## src/rtl/fast_ring_fetch.sv

```systemverilog
// FAST ring fetch: reads the centre pixel and the 16 radius-3 circle pixels
// around (cx, cy) from a synchronous-read image SRAM and presents them in parallel.
module fast_ring_fetch #(
  parameter int PIXEL_DEPTH = 8,
  parameter int X_MAX       = 5,
  parameter int Y_MAX       = 5
) (
  input  logic                        ramclk,
  input  logic                        rst,
  input  logic                        start,
  input  logic [$clog2(X_MAX)-1:0]    cx,
  input  logic [$clog2(Y_MAX)-1:0]    cy,
  output logic [$clog2(X_MAX)-1:0]    x_addr,
  output logic [$clog2(Y_MAX)-1:0]    y_addr,
  output logic                        ren,
  input  logic [PIXEL_DEPTH-1:0]      rdat,
  output logic                        busy,
  output logic                        done,
  output logic                        ring_valid,
  output logic [PIXEL_DEPTH-1:0]      center_px,
  output logic [16*PIXEL_DEPTH-1:0]   ring_px
);

  localparam int XW = $clog2(X_MAX);
  localparam int YW = $clog2(Y_MAX);
  localparam int XC = XW + 2;
  localparam int YC = YW + 2;

  typedef enum logic [1:0] {IDLE, ISSUE, DRAIN, DONE} state_t;

  state_t                  state, state_nxt;
  logic [4:0]              idx;
  logic [XW-1:0]           cx_q;
  logic [YW-1:0]           cy_q;
  logic                    accept;
  logic                    issuing;
  logic signed [XC-1:0]    x_sum;
  logic signed [YC-1:0]    y_sum;
  logic                    in_x, in_y;
  logic                    p_valid, p_inb;
  logic [4:0]              p_idx;
  logic [PIXEL_DEPTH-1:0]  center_q;
  logic [PIXEL_DEPTH-1:0]  ring_q [16];

  // Read index 0 is the centre; index k+1 is ring pixel k, clockwise from the top.
  function automatic int off_x(input logic [4:0] i);
    case (i)
      5'd2, 5'd8:               return 1;
      5'd3, 5'd7:               return 2;
      5'd4, 5'd5, 5'd6:         return 3;
      5'd10, 5'd16:             return -1;
      5'd11, 5'd15:             return -2;
      5'd12, 5'd13, 5'd14:      return -3;
      default:                  return 0;
    endcase
  endfunction

  function automatic int off_y(input logic [4:0] i);
    case (i)
      5'd1, 5'd2, 5'd16:        return -3;
      5'd3, 5'd15:              return -2;
      5'd4, 5'd14:              return -1;
      5'd6, 5'd12:              return 1;
      5'd7, 5'd11:              return 2;
      5'd8, 5'd9, 5'd10:        return 3;
      default:                  return 0;
    endcase
  endfunction

  assign accept  = start && (state == IDLE || state == DONE);
  assign issuing = (state == ISSUE);

  always_comb begin
    state_nxt = state;
    busy      = 1'b0;
    done      = 1'b0;
    case (state)
      IDLE:  if (start) state_nxt = ISSUE;
      ISSUE: begin
        busy = 1'b1;
        if (idx == 5'd16) state_nxt = DRAIN;
      end
      DRAIN: begin
        busy      = 1'b1;
        state_nxt = DONE;
      end
      DONE: begin
        done      = 1'b1;
        state_nxt = start ? ISSUE : IDLE;
      end
      default: state_nxt = IDLE;
    endcase
  end

  // Out-of-bounds coordinates suppress the read and park the address at 0.
  always_comb begin
    x_sum  = XC'(int'(cx_q) + off_x(idx));
    y_sum  = YC'(int'(cy_q) + off_y(idx));
    in_x   = !x_sum[XC-1] && (int'(x_sum) <= X_MAX - 1);
    in_y   = !y_sum[YC-1] && (int'(y_sum) <= Y_MAX - 1);
    ren    = issuing && in_x && in_y;
    x_addr = ren ? x_sum[XW-1:0] : '0;
    y_addr = ren ? y_sum[YW-1:0] : '0;
  end

  always_ff @(posedge ramclk) begin
    if (rst) begin
      state <= IDLE;
      idx   <= '0;
      cx_q  <= '0;
      cy_q  <= '0;
    end else begin
      state <= state_nxt;
      if (accept) begin
        idx  <= '0;
        cx_q <= cx;
        cy_q <= cy;
      end else if (issuing && idx != 5'd16) begin
        idx <= idx + 5'd1;
      end
    end
  end

  // The in-bounds flag and index travel one stage behind the address so they
  // line up with the rdat they describe.
  always_ff @(posedge ramclk) begin
    if (rst) begin
      p_valid    <= 1'b0;
      p_inb      <= 1'b0;
      p_idx      <= '0;
      ring_valid <= 1'b0;
      center_q   <= '0;
      for (int k = 0; k < 16; k++) ring_q[k] <= '0;
    end else begin
      p_valid <= issuing;
      p_inb   <= ren;
      p_idx   <= idx;
      if (p_valid) begin
        if (p_idx == 5'd0) center_q <= p_inb ? rdat : '0;
        else               ring_q[4'(p_idx - 5'd1)] <= p_inb ? rdat : '0;
      end
      if (accept)              ring_valid <= 1'b0;
      else if (state == DRAIN) ring_valid <= 1'b1;
    end
  end

  assign center_px = center_q;

  for (genvar k = 0; k < 16; k++) begin : g_pack
    assign ring_px[k*PIXEL_DEPTH +: PIXEL_DEPTH] = ring_q[k];
  end

endmodule

```

## config.mk

```make
export PLATFORM = sky130hd
export DESIGN_NAME = fast_ring_fetch
export DESIGN_NICKNAME = d
export VERILOG_FILES = /design/src/rtl/fast_ring_fetch.sv
export SDC_FILE = /design/constraint.sdc
export NUM_CORES = 1
export LEC_CHECK = 0
export CAP_MARGIN = 20
export CORE_ASPECT_RATIO = 0.6
export CORE_UTILIZATION = 25
export CTS_CLUSTER_SIZE = 14
export DETAILED_ROUTE_END_ITERATION = 7
export PLACE_DENSITY_LB_ADDON = 0.08
export SYNTH_ARGS = -nofsm -noshare
export SYNTH_HDL_FRONTEND = slang
export SYNTH_SLANG_ARGS = --single-unit
export TNS_END_PERCENT = 20
```

## constraint.sdc

```tcl
create_clock -name ramclk -period 4.8 [get_ports ramclk]
set_clock_uncertainty 0.15 [all_clocks]
set_input_delay 1.44 -clock ramclk [delete_from_list [all_inputs] [get_ports ramclk]]
set_output_delay 1.44 -clock ramclk [all_outputs]
set_load 0.05 [all_outputs]
```

==> After elaboration in Yosys (flattened, before gate mapping) <==
Memories as Yosys holds them, arrays and structs flattened. A register that Yosys moved wholly into a read port is not among the register bits.
Cells that the tools add are included.
W data, S select, Z words.
{ "totals": {"regBits": 29, "latchBits": 0, "ramBits": 128, "rom_bits": 2048, "out_inout_bits": 146, "mem_count": 3} }
{ "mem_list": {"columns": ["memory", "depth", "width", "rd", "rd_ports_with_merged_regs", "write_ports", "line_no", "rtl"], "rows": [
  ["(name not given)", 32, 32, 1, 1, 0, "47", "case (i)"],
  ["(name not given)", 32, 32, 1, 1, 0, "59", "case (i)"],
  ["ring_q", 16, 8, 16, 0, 16, "43", "logic [PIXEL_DEPTH-1:0] ring_q [16];"]
]} }
{ "op_classes": {"add_sub_neg": 4, "multipliers": 0, "div": 0, "order_cmp": 2, "eq_ne": 7, "n_shift": 0, "muxes": 22, "n_bitwise": 0, "reduce_logical": 16} }
{ "ops": {"columns": ["op", "n"], "rows": [
  ["$mux W5", 4],
  ["$mux W8", 2],
  ["$add A4 B5 Y5", 2],
  ["$le A5 B4 Y1 const B", 2],
  ["$mux W1", 10],
  ["$pmux W2 S4", 1],
  ["$reduce_or A8 Y1", 1],
  ["$logic_and A1 B1 Y1", 6],
  ["$mux W3", 2],
  ["$add A5 B1 Y5 const B", 1],
  ["$eq A5 B5 Y1 const B", 1],
  ["$logic_not A5 Y1", 1],
  ["$ne A5 B5 Y1 const B", 1],
  ["$eq A2 B2 Y1 const B", 2],
  ["$mux W2", 2],
  ["$mux W4", 1],
  ["$reduce_and A2 Y1", 2],
  ["$reduce_or A2 Y1", 2],
  ["$sub A4 B1 Y4 const B", 1],
  ["$eq A2 B1 Y1 const B", 1],
  ["$logic_not A1 Y1", 2],
  ["$logic_not A2 Y1", 1],
  ["$ne A2 B1 Y1 const B", 1],
  ["$ne A2 B2 Y1 const B", 1],
  ["$logic_or A1 B1 Y1", 1]
]} }

==> Depth between registers and ports, before layout <==
{ "logic_depth": {"ltp_word": 7, "ltp_mapped": 14, "depth_no_buf": 13} }

==> Least setup slack after synthesis <==
No wires, ideal clock.
{ "synth_timing": {"kind": "register to output", "from": "register cy_q[0]", "to": "output x_addr[0]", "t_arrival_ps": 2437, "required_time_ps": 3210, "slack_ps": 773, "path_stages_with_launch": 9, "path_buffers": 0, "path_cell_list": "dfxtp_1 ha_1 inv_1 fa_1 xnor2_1 a21oi_1 or3_1 a211o_1 nor2_1"} }
{ "synth_via": {"elab_chain_len": 5, "elab_cells_between_ends": 6, "cone_classes": "1 x add/sub; 1 x order compare; 1 x mux; 3 x reduce/logical"} }
{ "synth_lines": {"columns": ["item", "line_no", "rtl"], "rows": [
  ["start, declared", "34", "logic [YW-1:0] cy_q;"],
  ["start signal, assigned", "117", "cy_q <= cy;"],
  ["$add A4 B5 Y5 (*)", "98", "y_sum = YC'(int'(cy_q) + off_y(idx));"],
  ["$le A5 B4 Y1 or $logic_not A1 Y1 (tied branches)", "100", "in_y = !y_sum[YC-1] && (int'(y_sum) <= Y_MAX - 1);"],
  ["$logic_and A1 B1 Y1 (*)", "100", null],
  ["$logic_and A1 B1 Y1 (*)", "101", "ren = issuing && in_x && in_y;"],
  ["$mux W3 (*)", "102", "x_addr = ren ? x_sum[XW-1:0] : '0;"],
  ["end, declared", "13", "output logic [$clog2(X_MAX)-1:0] x_addr,"]
]} }
Every way passes the cells marked *; elsewhere a longest branch is shown, timed or not.

==> Final worst setup path <==
{ "layout_timing": {"from": "register cx_q[0]", "to": "output x_addr[2]"} }
{ "layout_via": {"elab_chain_len": 6, "elab_cells_between_ends": 7, "cone_classes": "1 x add/sub; 1 x order compare; 1 x mux; 4 x reduce/logical"} }
{ "layout_lines": {"columns": ["item", "line_no", "rtl"], "rows": [
  ["start, declared", "33", "logic [XW-1:0] cx_q;"],
  ["start signal, assigned", "110", "cx_q <= '0;"],
  ["start signal, assigned", "116", "cx_q <= cx;"],
  ["$add A4 B5 Y5 (*)", "97", "x_sum = XC'(int'(cx_q) + off_x(idx));"],
  ["$le A5 B4 Y1 or $logic_not A1 Y1 (tied branches)", "99", "in_x = !x_sum[XC-1] && (int'(x_sum) <= X_MAX - 1);"],
  ["$logic_and A1 B1 Y1", "99", null],
  ["$logic_and A1 B1 Y1 (2 in series)", "101", null],
  ["$mux W3 (*)", "102", null]
]} }
Marked as above.

==> impl_metrics.py <==
metrics = {
    "worst_setup_path": {
        "crit_start": "cx_q[0]",
        "startpoint_type": "flip-flop",
        "critPathKind": "flip-flop to primary output",
        "rr_worst_depth": 13,
        "cp_max_fo": 8,
        "setup.worst_path.end_class": "primary output",
        "crit_path_end": "x_addr[2]",
        "regToRegSetupSlack_ns": 1.51,
        "r2r_start": "idx[0]",
        "arrival_ns": 2.99,
        "required_ns": 3.21,
    },
    "logic_synthesis": {
        "syn_area_sq_mm": 0.00669,
        "synth_largest_area_cell": "edfxtp_1",
        "synth_area_leaders": "edfxtp_1 57%, dfxtp_1 10%, nor2_1 9.4%",
        "ys_ff_latch": 163,
        "synth_top_area_share_pct": 57.5,
        "ys.flop_type": "edfxtp_1",
        "syn_avg_cell_area_sq_um": 11.7,
        "yosys_warnings": 0,
        "synth.most_common_cell": "nor2_1",
        "synth.distinct_cells": 54,
        "ys_seq_area_share_pct": 67.9,
        "synth_commonest_cells": "167 x nor2_1, 128 x edfxtp_1, 41 x nand2_1, 35 x dfxtp_1",
        "syn_nets": 608,
        "synth-edff-count": 128,
        "syn-instance-count": 570,
        "async_flop_share_pct": 0,
    },
    "timing": {
        "tns_ns": 0,
        "rsz0062_at_grt": "no",
        "final-max-slew-violation-count": 0,
        "setup_viol": 0,
        "fin_crit_ns": 4.58,
        "hold_viol_final": 0,
        "post-route-period-util_pct": 95.4,
        "slew_headroom_pct": 27.9,
        "worst_slew_pin_slew_ns": 1.08,
        "hold_ws_ns": 0.321,
        "max_freq_mhz": 218,
    },
    "power": {
        "switchingPower_w": 0.00127,
        "p_per_area_mw_per_mm2": 425,
        "power.share.clock_pct": 36.6,
        "p_comb_share_pct": 21.7,
        "p_leak_nw": 3.29,
        "vdd_drop_max_mv": 0.248,
        "power_frac_seq_pct": 41.7,
        "swShare_pct": 32.1,
        "intPower_w": 0.00268,
        "power_w": 0.00396,
    },
    "grt": {
        "grt_max_degree": 33,
        "grt_overflow": 0,
        "grt_pass1_vias": 4778,
        "grt_pass1_wl_microns": 30200,
        "track_usage_pct": 15.4,
        "antenna_found_initial": 0,
    },
    "detailed_routing": {
        "vias_per_cell": 4.34,
        "routed_wl_microns": 20400,
        "drtPass1Iterations": 5,
        "ant_nets": 0,
        "drc": 0,
        "drt-initial-drc-count": 323,
        "wl_per_cell_microns": 18.6,
        "via_count": 4756,
    },
    "floorplanning": {
        "pin_count": 163,
        "die_w_microns": 213,
        "fp.dieH_microns": 129,
        "start_util_pct": 25.9,
        "coreArea_sq_mm": 0.0258,
        "rows": 45,
        "die_area_sq_mm": 0.0274,
    },
    "clocking": {
        "clk_pin_slew_worst_paths_ns": 0.07,
        "cts_tree": "done",
        "htreeDepth": 4,
        "numCtsBuffers": 17,
        "cts.path.max_buffers": 2,
        "cts_root_buffer": "clkbuf_16",
        "insertion_delay_ns": 0.42,
        "cts.sinks": 163,
    },
    "final_layout": {
        "fillCellCount": 2577,
        "post-route-util_pct": 36.1,
        "syn2layout_area_growth_pct": 39.3,
        "diodes": 0,
        "drive_gt1_share_pct": 6.71,
        "regArea_sq_mm": 0.00454,
        "nNetsFinal": 770,
        "multi_input_area_sq_mm": 0.00195,
        "instances_no_fill": 1097,
    },
    "placement": {
        "place_congestion": 0.804,
        "hpwl_microns": 14300,
        "dp_cells": 1065,
        "io_buffers": 162,
    },
    "outcome": {
        "status": "finished, final reports clean",
    },
    "run": {
        "maxCapViolations": 0,
    },
    "hold_path": {
        "hold_class": "flip-flop to flip-flop",
    },
}
worst min-delay path by stage:
stage          startpoint       to  slack, ns  cells after the start
2_1_floorplan     cx_q[0]  cx_q[0]       0.29                      2
3_3_place_gp      cy_q[0]  cy_q[0]       0.30                      2
3_5_place_dp      cy_q[0]  cy_q[0]       0.31                      2
4_1_cts           cy_q[0]  cy_q[0]       0.33                      2
5_1_grt           cx_q[0]  cx_q[0]       0.34                      2
6_report          cx_q[0]  cx_q[0]       0.32                      2
area by class of cell:
class | instances | area share [%]
clock inverters | 15 | 2.05
multi-input cells | 357 | 20.9
flip-flops and latches | 163 | 48.8
repair buffers | 169 | 18.0
inverters | 24 | 0.967
clock buffers | 17 | 4.57
well taps | 352 | 4.73
flip-flops by register name (all words and copies together) (netlist names), named ones only:
name / count
idx: 5
center_px: 8
ring_q: 128
state: 2
cx_q: 3
ring_valid: 1
cy_q: 3
p_inb: 1
p_idx: 5
p_valid: 1
repair_timing:
item	in CTS	in global routing
hold endpoints to repair	0	0
resized for setup	7	0
setup buffers	0	0
endpoints found under the setup margin	7	0
hold buffers	0	0
cell families after synthesis:
kind of cell    Yosys count  share of synthesized area [%]
compound gates           53                           5.26
xor+xnor                  8                           1.16
fa+ha+maj                21                           4.15
buf+inv                  50                           2.97
flops                   163                           67.9
mux                       3                          0.524
simple gates            272                           18.0
critical path: stages (launching register included):
cell           delay [ns]
dfxtp_1              0.34
ha_1                 0.19
inv_1                0.06
fa_1                 0.40
xnor2_1              0.21
a21oi_1              0.08
or3_1                0.30
a211o_1              0.33
nor2_1               0.12
dlygate4sd2_1        0.53
cell usage in the layout (no fill, tap or decap), drive strengths merged, types with 4 or more instances in the layout:
master	instances
nor2	168
clkdlybuf4s50	154
edfxtp	128
nand2	42
dfxtp	35
inv	32
a21oi	24
nand2b	20
ha	19
clkbuf	17
nand3	9
nor2b	9
buf	8
dlygate4sd2	7
o21ai	7
nor3	5
xor2	4
xnor2	4
nand3b	4
stage by stage:
step / instance area (sq um) / setup slack [ns]
2_1_floorplan: 6690 / 0.773
3_3_place_gp: 8680 / 0.376
3_5_place_dp: 8710 / 0.383
4_1_cts: 9320 / 0.177
5_1_grt: 9320 / 0.0296
6_report: 9320 / 0.220
layer usage:
layer	GRT usage [%]	up-vias	share of wire, %
met3	4.54	6	5.6
li1	-	2278	-
met2	21.6	116	42
met4	4.24	0	0.56
met5	0	-	0
met1	22.7	2356	51
power by group through the flow:
stage | Clock [W] | Sequential (W) | Combinational [W]
6_report | 0.00145 | 0.00165 | 0.000860
5_1_grt | 0.00154 | 0.00166 | 0.000934
4_1_cts | 0.00148 | 0.00165 | 0.000874
3_5_place_dp | 0 | 0.00168 | 0.000879
3_3_place_gp | 0 | 0.00168 | 0.000870
2_1_floorplan | 0 | 0.00181 | 0.000416
Note: power is estimated with default switching activity, not from simulation.
